**config.mk**
```make
export PLATFORM = sky130hd
export DESIGN_NAME = fetch_byte_queue
export DESIGN_NICKNAME = d
export VERILOG_FILES = /design/src/rtl/sparc_fetch_pkg.sv /design/src/rtl/instr_queue.sv /design/src/rtl/fetch_byte_queue.sv
export SDC_FILE = /design/constraint.sdc
export NUM_CORES = 1
export LEC_CHECK = 0
export CAP_MARGIN = 25
export CELL_PAD_IN_SITES_DETAIL_PLACEMENT = 0
export CELL_PAD_IN_SITES_GLOBAL_PLACEMENT = 1
export CORE_UTILIZATION = 39
export CTS_CLUSTER_DIAMETER = 40
export DETAILED_ROUTE_END_ITERATION = 7
export HOLD_SLACK_MARGIN = 0.05
export PLACE_DENSITY_LB_ADDON = 0.2
export SLEW_MARGIN = 15
export SYNTH_ARGS = -nofsm -noshare
export SYNTH_HDL_FRONTEND = slang
export SYNTH_SLANG_ARGS = --single-unit
```
**constraint.sdc**
```tcl
create_clock -name clk -period 19.18 [get_ports clk]
set_input_delay 3.836 -clock clk [delete_from_list [all_inputs] [get_ports clk]]
set_output_delay 3.836 -clock clk [all_outputs]
set_load 0.05 [all_outputs]
```
**src/rtl/sparc_fetch_pkg.sv**
```systemverilog
// sparc_fetch_pkg: shared types and constants for the byte-serial instruction fetch path
package sparc_fetch_pkg;
    typedef enum logic {FILL, WAIT} state_t;
    localparam logic [1:0] BYTE_LAST   = 2'd3;
    localparam int         INSTR_BYTES = 4;
    typedef struct packed {
        logic [31:0] instr;
        logic [31:0] pc;
    } entry_t;
endpackage

```
**src/rtl/instr_queue.sv**
```systemverilog
// instr_queue: circular FIFO of {instr, pc} entries
//   push_i/pop_i request a write/read; pop is ignored when empty, push needs space or a same-cycle pop
//   flush_i empties the queue and discards that cycle's push and pop
//   head_o is the oldest entry (0 when empty); full_o, empty_o, count_o report fill level
module instr_queue
    import sparc_fetch_pkg::*;
#(
    parameter int DEPTH = 4,
    localparam int PW = $clog2(DEPTH)
) (
    input  logic        clk,
    input  logic        clr,
    input  logic        push_i,
    input  logic        pop_i,
    input  logic        flush_i,
    input  entry_t      entry_i,
    output entry_t      head_o,
    output logic        full_o,
    output logic        empty_o,
    output logic [PW:0] count_o
);
    logic [PW:0] wr_q, wr_d, rd_q, rd_d;
    entry_t      mem_q [DEPTH];
    logic        do_push, do_pop;
    assign count_o = wr_q - rd_q;
    assign empty_o = wr_q == rd_q;
    // count never exceeds DEPTH, so its top bit alone marks full
    assign full_o  = count_o[PW];
    assign do_pop  = pop_i && !empty_o;
    assign do_push = push_i && (!full_o || do_pop);
    assign head_o  = empty_o ? '0 : mem_q[rd_q[PW-1:0]];
    always_comb begin
        wr_d = flush_i ? '0 : wr_q + {{PW{1'b0}}, do_push};
        rd_d = flush_i ? '0 : rd_q + {{PW{1'b0}}, do_pop};
    end
    always_ff @(posedge clk or negedge clr) begin
        if (!clr) begin
            wr_q <= '0;
            rd_q <= '0;
        end else begin
            wr_q <= wr_d;
            rd_q <= rd_d;
        end
    end
    always_ff @(posedge clk) begin
        if (do_push && !flush_i) mem_q[wr_q[PW-1:0]] <= entry_i;
    end
endmodule

```
**src/rtl/fetch_byte_queue.sv**
```systemverilog
// fetch_byte_queue: byte-serial instruction fetch assembling big-endian words into a queue
//   clk, clr (async active-low)
//   redirect/redirect_pc: flush and restart fetch at the word-aligned target
//   mem_addr/mem_data: byte read port to instruction memory (combinational data)
//   if_ready pops the head; if_valid/if_instr/if_pc present it; occupancy = entries held
module fetch_byte_queue
    import sparc_fetch_pkg::*;
#(
    parameter int DEPTH = 4,
    parameter int AW    = 8
) (
    input  logic                     clk,
    input  logic                     clr,
    input  logic                     redirect,
    input  logic [31:0]              redirect_pc,
    output logic [AW-1:0]            mem_addr,
    input  logic [7:0]               mem_data,
    input  logic                     if_ready,
    output logic                     if_valid,
    output logic [31:0]              if_instr,
    output logic [31:0]              if_pc,
    output logic [$clog2(DEPTH):0]   occupancy
);
    state_t      state_q, state_d;
    logic [31:0] fetch_pc_q, fetch_pc_d, word_sr_q, word_sr_d;
    logic [1:0]  byte_cnt_q, byte_cnt_d;
    logic        push, full, empty, space;
    entry_t      push_entry, head;
    assign mem_addr = AW'(fetch_pc_q + {30'd0, byte_cnt_q});
    // a pop in the same cycle frees a slot for the push
    assign space    = !full || (if_valid && if_ready);
    assign if_valid = !empty;
    assign if_instr = head.instr;
    assign if_pc    = head.pc;
    always_comb begin
        state_d    = state_q;
        fetch_pc_d = fetch_pc_q;
        byte_cnt_d = byte_cnt_q;
        word_sr_d  = word_sr_q;
        push       = 1'b0;
        push_entry = '{instr: word_sr_q, pc: fetch_pc_q};
        if (redirect) begin
            fetch_pc_d = redirect_pc & ~32'd3;
            byte_cnt_d = '0;
            word_sr_d  = '0;
            state_d    = FILL;
        end else if (state_q == WAIT) begin
            if (space) begin
                push       = 1'b1;
                fetch_pc_d = fetch_pc_q + 32'(INSTR_BYTES);
                byte_cnt_d = '0;
                state_d    = FILL;
            end
        end else begin
            // byte n lands big-endian; the last byte completes the word in [7:0]
            word_sr_d[8*(BYTE_LAST - byte_cnt_q) +: 8] = mem_data;
            if (byte_cnt_q != BYTE_LAST) begin
                byte_cnt_d = byte_cnt_q + 2'd1;
            end else if (space) begin
                push             = 1'b1;
                push_entry.instr = word_sr_d;
                fetch_pc_d       = fetch_pc_q + 32'(INSTR_BYTES);
                byte_cnt_d       = '0;
            end else begin
                state_d = WAIT;
            end
        end
    end
    always_ff @(posedge clk or negedge clr) begin
        if (!clr) begin
            state_q    <= FILL;
            fetch_pc_q <= '0;
            byte_cnt_q <= '0;
            word_sr_q  <= '0;
        end else begin
            state_q    <= state_d;
            fetch_pc_q <= fetch_pc_d;
            byte_cnt_q <= byte_cnt_d;
            word_sr_q  <= word_sr_d;
        end
    end
    instr_queue #(.DEPTH(DEPTH)) u_queue (
        .clk     (clk),
        .clr     (clr),
        .push_i  (push),
        .pop_i   (if_ready),
        .flush_i (redirect),
        .entry_i (push_entry),
        .head_o  (head),
        .full_o  (full),
        .empty_o (empty),
        .count_o (occupancy)
    );
endmodule

```
After elaboration in Yosys (flattened, before gate mapping)
Memories as Yosys holds them, arrays and structs flattened.
Index checks and enable logic that the tools add are counted.
{"block": "op_classes", "addsub": 8, "eq_ne": 4, "n_shift": 2, "n_mux": 28, "n_reduce_logical": 7}
{"op": "$mux 32", "n": 10}
{"op": "$mux 64", "n": 1}
{"op": "$neg 32->34", "n": 1}
{"op": "$shift 8x34->32 const A", "n": 1}
{"op": "$shiftx 8x34->32", "n": 1}
{"op": "$add 32x3->32 const B", "n": 1}
{"op": "$bwmux 32", "n": 1}
{"op": "$mux 1", "n": 10}
{"op": "$add 8x2->8", "n": 1}
{"op": "$mux 2", "n": 4}
{"op": "$add 3x1->3", "n": 2}
{"op": "$mux 3", "n": 2}
{"op": "$ne 2x2->1 const B", "n": 2}
{"op": "$eq 3x3->1", "n": 1}
{"op": "$logic_and 1x1->1", "n": 3}
{"op": "$logic_not 1->1", "n": 3}
{"op": "$ne 3x3->1 const B", "n": 1}
{"op": "$sub 2x2->3 const A", "n": 1}
{"op": "$sub 3x3->3", "n": 1}
{"op": "$add 2x1->2 const B", "n": 1}
{"op": "$logic_or 1x1->1", "n": 1}
{"block": "totals", "regBits": 73, "ramBits": 256, "inputBits": 44, "output_inout_bits": 76, "wordCells": 56, "n_memories": 1}
{"memory": "u_queue.mem_q", "words": 4, "width": 64, "read_ports": 1, "rd_ports_with_merged_regs": 0, "wr": 1, "line_no": "instr_queue.sv:23", "text": "entry_t mem_q [DEPTH];"}

Logic depth before layout (Yosys ltp)
Gate-level depths: netlist (run 1).
{"block": "logic_depth", "word_depth": 12, "depth_mapped": 13, "depth_no_buf": 11}

Hierarchy
Synthesis (run 1) repeated with hierarchy kept, for this count alone.
{"block": "hier_totals", "hier_cells": 853, "hier_area_um2": 14121.0}
{"mod": "instr_queue", "instances": 1, "cells_each": 448, "area_per_inst_um2": 10460.0, "seq_area_each_um2": 7837.5}
{"mod": "fetch_byte_queue", "instances": 1, "cells_each": 405, "area_per_inst_um2": 3661.0, "seq_area_each_um2": 1626.6}

Least setup slack after synthesis (run 1)
No wires, ideal clock.
{"block": "synth_path", "path_kind": "input -> register", "start": "input port if_ready", "end": "memory u_queue.mem_q[2][10] in the netlist's numbering (enable)", "setup_ps": 635, "arrival_time_ps": 10078, "required_time_ps": 18545, "path_slack_ps": 8467, "path_stages": 4, "n_path_buf": 1, "cell_sequence": "o2bb2ai_2 > nand2b_1 > buf_2 > nor4_1"}
{"block": "synth_via", "elab_chain_len": 10}
{"element": "from (decl)", "line_no": "fetch_byte_queue.sv:18", "text": "input logic if_ready,"}
{"element": "$logic_and 1x1->1 *", "line_no": "instr_queue.sv:29, fetch_byte_queue.sv:31"}
{"element": "$logic_or 1x1->1 *", "line_no": "instr_queue.sv:30, fetch_byte_queue.sv:31"}
{"element": "$mux 1", "line_no": "fetch_byte_queue.sv:48, fetch_byte_queue.sv:59"}
{"element": "$mux 1", "line_no": "fetch_byte_queue.sv:57", "text": "if (byte_cnt_q != BYTE_LAST) begin"}
{"element": "$mux 1", "line_no": "fetch_byte_queue.sv:47", "text": "end else if (state_q == WAIT) begin"}
{"element": "$mux 1", "line_no": "fetch_byte_queue.sv:42", "text": "if (redirect) begin"}
{"element": "$logic_and 1x1->1 *", "line_no": "instr_queue.sv:30", "text": "assign do_push = push_i && (!full_o || do_pop);"}
{"element": "$logic_and 1x1->1 *", "line_no": "instr_queue.sv:46", "text": "if (do_push && !flush_i) mem_q[wr_q[PW-1:0]] <= entry_i;"}
{"element": "$mux 1 *", "line_no": "instr_queue.sv:46"}
{"element": "$mux 1 (not written as such) *", "line_no": "instr_queue.sv:46"}
{"element": "to (decl)", "line_no": "instr_queue.sv:23"}
Every way passes the cells marked *; elsewhere a longest branch is shown, timed or not.

Final worst setup path (run 1)
{"block": "layout_path", "start": "register u_queue.rd_q[0]", "end": "output port if_instr[0]"}
{"block": "layout_via", "elab_chain_len": 2, "elab_cells_between_ends": 3, "cone_classes": "eq/ne (1); mux (1); memory (1)"}
{"element": "from (decl)", "line_no": "instr_queue.sv:22", "text": "logic [PW:0] wr_q, wr_d, rd_q, rd_d;"}
{"element": "from (signal assigned)", "line_no": "instr_queue.sv:42", "text": "rd_q <= rd_d;"}
{"element": "$mem_v2 4x64 or $eq 3x3->1 (tied branches)"}
{"element": "$mux 64 *", "line_no": "instr_queue.sv:31", "text": "assign head_o = empty_o ? '0 : mem_q[rd_q[PW-1:0]];"}
{"element": "to (decl)", "line_no": "fetch_byte_queue.sv:20", "text": "output logic [31:0] if_instr,"}
Marked as above.

==> results.md, run 1 <==
- Vias per std cell: 5.06
- Kind of critical path: flop to output port
- Sequential share of power: 47.3%
- Fmax: 134 MHz
- Length of the first detailed-routing pass in iterations: 5
- Core outline area: 33600 um^2
- Register area share after synthesis: 68.9%
- Leakage power: 5.52 nW
- Global-route wire length before repair: 44.4 mm
- DRC violation total after the first TritonRoute iteration: between 400 and 500
- Netlist Area Pre-Place: 13400 um^2
- Number of top-level design ports: 120
- Largest net degree at the start of global routing: 72
- Final weighted congestion in routability-driven placement: 0.750
- Period utilization: 38.8%
- Transition time at the pin with the least slew margin: ~1 ns
- Post-synthesis to final-layout area growth: 21.7%
- Post-CTS setup buffers: 0
- Vias in the first global route: 7588
- Die area: 35100 um^2
- Worst vdd rail ir drop: 57.7 uV
- Total setup violations reported at the end of the flow: 0
- Top library cells by usage in the layout, fill and taps aside: sky130_fd_sc_hd__edfxtp_1, sky130_fd_sc_hd__clkdlybuf4s50_1, sky130_fd_sc_hd__nor2b_1, sky130_fd_sc_hd__dfrtp_1, sky130_fd_sc_hd__mux4_2
- Post-cts gate resize count: 0
- Switching share of power: between 20% and 30%
- Final sum of negative setup slack: 0 ns
- Number of distinct library cells after synthesis: 44
- Width of the chip: 187 um
- Fraction of power consumed by the clock network: 42.6%
- Setup repair after global routing missed its margin: no
- GR Overflow Total: 0
- Number of antenna violations at the first check in global routing: 0
- Internal cell power: approximately 0.0013 W
- Startpoint types: flop
- Synthesized instance count: 834
- Maximum count of clock buffers along a single path: 3
- Total number of placement rows: 67
- Routed wire length: 28.4 mm
- Combinational share of power: 10.1%
- DRC violation count after routing: 0
- Initial standard-cell utilization of the core: 39.8%
- Number of nets in the finished design: a little over 1000
- Number of synthesized register bits: about 320
- Standard cell area after detailed placement: 15000 um^2
- Maxcap violations: 0
- Post-route cell area: 16300 um^2
- Status: finished clean
- Nature of the critical path endpoint: output port
- Crit path DAT: 3.60 ns
- Cells after DPL: 1357
- Clock tree from TritonCTS: done
- Final setup margin: 11.74 ns
- Number of hold violations in the final report: 0
- Total of buffers placed on input and output ports: 115
- Endpoint required time on the critical path: 15.34 ns
- Clock slew seen by the registers of the worst setup and hold paths: roughly 0.05 ns
- TritonCTS buffer count: 40
- Power per standard cell area: 102 nW/um^2
- Pre-CTS setup slack: 12.10 ns
- EDFF count, synth: 248
- Maximum fanout encountered on the critical timing path: 38
- Post-Route Skew: 0.0280 ns
- Worst slew margin relative to its limit: between 30% and 40%
- Diodes inserted: 0
- Most common library cell in the layout ignoring fill and taps: sky130_fd_sc_hd__edfxtp_1
- Detailed-route wire length per cell: slightly below 20 um
- Clock latency on the worst-skew pair: roughly 0.53 ns
- Number of buffers inserted by hold repair at cts: 0
- Filler instances: 2849
- Leading register cell type out of synthesis: sky130_fd_sc_hd__edfxtp_1
- Async set-or-reset flop fraction in the synthesized netlist: 22.3%
- Root buffer cell: sky130_fd_sc_hd__clkbuf_16
- Global routing usage summed across all routing layers: 16.5%
- Total number of vias: ~7200
- Maximum level of the CTS H-tree: 2
- Hold crit path type: flop to flop
- Number of antenna-violating nets in the routed design: 0
- Average size of a mapped cell: 16.1 um^2
- Power dissipated by switching net loads: between 0.0004 and 0.0005 W
- HPWL after detailed placement: ~17 mm
- Die span in y: 187 um
- Sinks on the clock net: roughly 320
- Tmin final: 7.44 ns
- Finished Layout Cells: 1431
- Yosys synthesis warning count: 0
- Layout cell share with drive strength beyond 1: between 10% and 20%
- Max-slew violation total from the final report: 0
## synth_stat cells (all sizes together), types with 12 or more instances
cell type	instances	share of area (%)
xnor2	28	1.8
ha	12	1.1
a22oi	32	1.8
nor2	44	1.3
dfrtp	71	13
nor2b	91	4.3
o21ai	27	1.0
nor3	13	0.49
nand2	47	1.3
buf	16	0.70
inv	22	0.62
nor4	18	1.3
clkbuf	39	1.1
edfxtp	248	56
mux4	62	10
## final timing paths
path | start | cells past startpoint | endpoint | slack, ns
max reg2reg | u_queue.rd_q[1]$_DFF_PN0_ | 8 | u_queue.mem_q[2][53]$_DFFE_PP_ | 15.42
min in group asynchronous | clr | 2 | fetch_pc_q[20]$_DFFE_PN0P_ | 3.25
max | u_queue.rd_q[0]$_DFF_PN0_ | 4 | if_instr[0] | 11.74
min reg2reg | word_sr_q[30]$_DFFE_PN0P_ | 2 | word_sr_q[30]$_DFFE_PN0P_ | 0.53
min | word_sr_q[30]$_DFFE_PN0P_ | 2 | word_sr_q[30]$_DFFE_PN0P_ | 0.53
max in group asynchronous | clr | 3 | u_queue.rd_q[0]$_DFF_PN0_ | 15.29
## power groups by stage
stage / combinational, W / clock (W) / sequential, W
after global placement: 0.000169 / 0 / 0.000796
after floorplan: 0.000115 / 0 / 0.000790
after global routing: 0.000180 / 0.000750 / 0.000786
after detailed placement: 0.000170 / 0 / 0.000797
final: 0.000167 / 0.000706 / 0.000783
after CTS: 0.000170 / 0.000724 / 0.000783
## flip-flops by register name (all words and copies together) (netlist names)
| register | flops |
|---|---|
| u_queue.rd_q | 3 |
| state_q | 1 |
| fetch_pc_q | 30 |
| byte_cnt_q | 2 |
| word_sr_q | 32 |
| u_queue.wr_q | 3 |
| u_queue.mem_q | 248 |
## kinds of logic (layout without fill, tap and decap cells)
logic type / after synthesis / in the layout / share of synthesized area [%]
AND/OR/NAND/NOR: 254 / 254 / 10.7
AO/OA/AOI/OAI: 63 / 63 / 3.05
adder cells (fa/ha/maj): 13 / 13 / 1.27
multiplexers: 74 / 74 / 11.4
buffers and inverters: 77 / 225 / 2.41
XOR/XNOR: 33 / 33 / 2.26
other: 1 / 2 / 0.0280
flip-flops: 319 / 319 / 68.9
## critical path, stage by stage, from the launching register on
cell and delay [ns]:
sky130_fd_sc_hd__dfrtp_4 0.79, sky130_fd_sc_hd__buf_4 0.74, sky130_fd_sc_hd__mux4_2 0.65, sky130_fd_sc_hd__nor2b_1 0.16, sky130_fd_sc_hd__clkdlybuf4s50_1 0.71
## area by class of cell
| cell class | count | area (um^2) | share of cell area, % |
|---|---|---|---|
| Clock inverter | 20 | 163 | 0.998 |
| Sequential cell | 319 | 9230 | 56.6 |
| Timing Repair Buffer | 130 | 1280 | 7.83 |
| Multi-Input combinational cell | 439 | 3870 | 23.8 |
| Tap cell | 448 | 561 | 3.44 |
| Clock buffer | 53 | 1110 | 6.82 |
| Inverter | 22 | 82.6 | 0.507 |
## metal layers
metal  part of all wire [%]  track usage [%]  up-vias
met4                    1.9             4.92        0
li1                       -                -     3368
met3                    4.8             2.87       37
met5                      0                0        -
met1                     45             22.7     3680
met2                     48             26.8      159
## metrics by stage
stage / hold WS, ns / total power (W) / utilization [%]
2_1_floorplan: 0.474 / 0.000904 / -
3_3_place_gp: 0.513 / 0.000965 / 44.6
3_5_place_dp: 0.521 / 0.000967 / 44.6
4_1_cts: 0.533 / 0.00168 / 48.4
5_1_grt: 0.549 / 0.00172 / 48.5
6_report: 0.530 / 0.00166 / 48.5
Note: power is estimated with default switching activity, not from simulation.
==> inputs of run 2 (changes only) <==
==> constraint.sdc (replaced) <==
create_clock -name clk -period 7.6 [get_ports clk]
set_input_delay 1.52 -clock clk [delete_from_list [all_inputs] [get_ports clk]]
set_output_delay 1.52 -clock clk [all_outputs]
set_load 0.05 [all_outputs]
==> results.md, run 2 (synthesized netlist as in run 1, its figures left out) <==
- R2R setup slack: 3.88 ns (was 15.42 ns)
- Hold path startpoint: word_sr_q[29]$_DFFE_PN0P_ (was word_sr_q[30]$_DFFE_PN0P_)
- Maximum level of the CTS H-tree: 2 (unchanged)
- Slowest cell delay on critical path: 0.74 ns (was 0.79 ns)
- Worst r2r path cells: 8 (unchanged)
- Launch point of the worst reg-to-reg path: u_queue.rd_q[1]$_DFF_PN0_ (unchanged)
- Maximum count of clock buffers along a single path: 3 (unchanged)
- Nature of the critical path endpoint: output port (unchanged)
- Max-slew violation total from the final report: 0 (unchanged)
- Critical-path cell with the highest stage delay: sky130_fd_sc_hd__clkdlybuf4s50_1 (was sky130_fd_sc_hd__dfrtp_4)
- Core utilization of the finished layout: 49.2% (was 48.5%)
- Length of routed wiring on met1: 13.5 mm (was 12.9 mm)
- Clock tree from TritonCTS: done (unchanged)
- Length of the first detailed-routing pass in iterations: 4 (was 5)
- Detailed-route wire length per cell: 20.3 um (was 19.8 um)
- Maxcap violations: 0 (unchanged)
- GR Overflow Total: 0 (unchanged)
- Crit path DAT: 3.63 ns (was 3.60 ns)
- Worst vdd rail ir drop: 171 uV (was 57.7 uV)
- Total number of vias: 7353 (was 7244)
- Width of the chip: 187 um (unchanged)
- Critical-path cell list: ha_1 -> and3_2 -> buf_4 -> nor2b_1 -> clkdlybuf4s50_1 (was buf_4 -> mux4_2 -> nor2b_1 -> clkdlybuf4s50_1)
- Number of nets in the finished design: 1013 (was 1009)
- Sinks on the clock net: 319 (unchanged)
- Endpoint of the worst register-to-register path: u_queue.mem_q[3][42]$_DFFE_PP_ (was u_queue.mem_q[2][53]$_DFFE_PP_)
- Largest net degree at the start of global routing: 72 (unchanged)
- Setup repair after global routing missed its margin: no (unchanged)
- Hold path cells: 2 (unchanged)
- Top library cells by usage in the layout, fill and taps aside: sky130_fd_sc_hd__edfxtp_1, sky130_fd_sc_hd__clkdlybuf4s50_1, sky130_fd_sc_hd__nor2b_1, sky130_fd_sc_hd__dfrtp_1, sky130_fd_sc_hd__mux4_2 (unchanged)
- Post-synthesis to final-layout area growth: 23.5% (was 21.7%)
- Power per standard cell area: 272 nW/um^2 (was 102 nW/um^2)
- Hold crit path type: flop to flop (unchanged)
- Global-route wire length before repair: 45.7 mm (was 44.4 mm)
- Vias in the first global route: 7766 (was 7588)
- Period utilization: 67.8%
- Die area: 35100 um^2 (unchanged)
- Hold EP: word_sr_q[29]$_DFFE_PN0P_ (was word_sr_q[30]$_DFFE_PN0P_)
- Tmin final: about 5.2 ns
- Most common library cell in the layout ignoring fill and taps: sky130_fd_sc_hd__edfxtp_1 (unchanged)
- Filler instances: 2909 (was 2849)
- Number of buffers inserted by hold repair at cts: 0 (unchanged)
- Routed wire length: 29.1 mm (was 28.4 mm)
- Kind of critical path: flop to output port (unchanged)
- Post-CTS setup buffers: 0 (unchanged)
- Multi-input logic area: 3870 um^2 (unchanged)
- HPWL after detailed placement: 17.7 mm (was 17.3 mm)
- Core outline area: 33600 um^2 (unchanged)
- Post-Route Skew: 0.0109 ns (was 0.0280 ns)
- Final weighted congestion in routability-driven placement: 0.737 (was 0.750)
- Max FFs per register: 248 (unchanged)
- Status: finished clean (unchanged)
- Minimum hold slack: 0.529 ns (was 0.530 ns)
- Clock latency on the worst-skew pair: 0.52 ns (was 0.53 ns)
- Initial standard-cell utilization of the core: 39.8% (unchanged)
- Post-cts gate resize count: 0 (unchanged)
- Total number of placement rows: 67 (unchanged)
- DRC violation total after the first TritonRoute iteration: 450 (was 420)
- Startpoint types: flop (unchanged)
- DRC violation count after routing: 0 (unchanged)
- Number of hold violations in the final report: 0 (unchanged)
- Leakage power: 5.65 nW (was 5.52 nW)
- Sum of met3 wire segment lengths after detailed routing: 1.24 mm (was 1.36 mm)
- TritonCTS buffer count: 44 (was 40)
- Number of antenna violations at the first check in global routing: 1 (was 0)
- Total of buffers placed on input and output ports: 115 (unchanged)
- Layout cell share with drive strength beyond 1: 17.5% (was 16.7%)
- Vias per std cell: 5.11 (was 5.06)
- Top metal layer carrying routed signals: met4 (unchanged)
- Maximum fanout encountered on the critical timing path: 40 (was 38)
- Met2 wire len: 14.0 mm (was 13.6 mm)
- Global routing usage summed across all routing layers: 16.9% (was 16.5%)
- Number of antenna-violating nets in the routed design: 0 (unchanged)
- Fmax: 194 MHz
- Root buffer cell: sky130_fd_sc_hd__clkbuf_16 (unchanged)
- Die span in y: 187 um (unchanged)
- Transition time at the pin with the least slew margin: 1.02 ns (was 1.00 ns)
- Area taken by flip-flops and latches: 9230 um^2 (unchanged)
- Worst slew margin relative to its limit: 31.7% (was 33.2%)
- Number of top-level design ports: 120 (unchanged)
- Endpoint required time on the critical path: 6.08 ns (was 15.34 ns)
- Total setup violations reported at the end of the flow: 0 (unchanged)
- Clock slew seen by the registers of the worst setup and hold paths: 0.05 ns (about the same)
-- run 2: power breakdown --
part / internal [W] / leakage, nW / switching, W
Sequential: 0.00193 / 3.27 / 0.0000517
Combinational: 0.000158 / 1.63 / 0.000265
Clock: 0.00136 / 0.751 / 0.000734
Total: 0.00345 / 5.65 / 0.00105
-- run 2: layout make-up --
type	count	share of cell area, %
multi-input cells	439	23.4
clock inverters	24	1.91
inverters	22	0.499
flip-flops and latches	319	55.8
repair buffers	130	7.71
well taps	448	3.39
clock buffers	55	7.28
diodes	1	0.0151
-- run 2: how the worst max path moves through the flow --
stage / start / to / slack (ns) / cells after the start
2_1_floorplan: u_queue.rd_q[1]$_DFF_PN0_ / u_queue.mem_q[2][10]$_DFFE_PP_ / -0.88 / 9
4_1_cts: u_queue.rd_q[0]$_DFF_PN0_ / if_pc[6] / 2.26 / 5
5_1_grt: u_queue.rd_q[0]$_DFF_PN0_ / if_pc[6] / 2.13 / 5
6_report: u_queue.rd_q[0]$_DFF_PN0_ / if_pc[6] / 2.45 / 5
3_3_place_gp: u_queue.rd_q[0]$_DFF_PN0_ / if_pc[6] / 2.86 / 5
3_5_place_dp: u_queue.rd_q[0]$_DFF_PN0_ / if_pc[2] / 2.82 / 5
-- run 2: worst max-delay path: cells and delay by family (launching register included) --
| kind | cells | cell delay, ns |
|---|---|---|
| buffers and inverters | 2 | 1.28 |
| AND/OR/NAND/NOR | 2 | 0.72 |
| flip-flops | 1 | 0.69 |
| adder cells (fa/ha/maj) | 1 | 0.40 |
-- run 2: through the flow --
| stage | instances | total power (W) | area (um^2) | TNS, ns | worst slack, ns |
|---|---|---|---|---|---|
| after floorplan | 835 | 0.00228 | 13400 | -218.17 | -0.880 |
| after global placement | 1357 | 0.00244 | 15000 | 0 | 2.86 |
| after detailed placement | 1357 | 0.00244 | 15000 | 0 | 2.82 |
| after CTS | 1436 | 0.00455 | 16500 | 0 | 2.26 |
| after global routing | 1438 | 0.00466 | 16500 | 0 | 2.13 |
| final | 1438 | 0.00450 | 16500 | 0 | 2.45 |
-- run 2: routing by layer --
| metal | vias to the layer above | GRT usage, % |
|---|---|---|
| li1 | 3375 | - |
| met1 | 3783 | 24.0 |
| met2 | 157 | 27.2 |
| met3 | 38 | 2.81 |
| met4 | 0 | 4.26 |
| met5 | - | 0 |
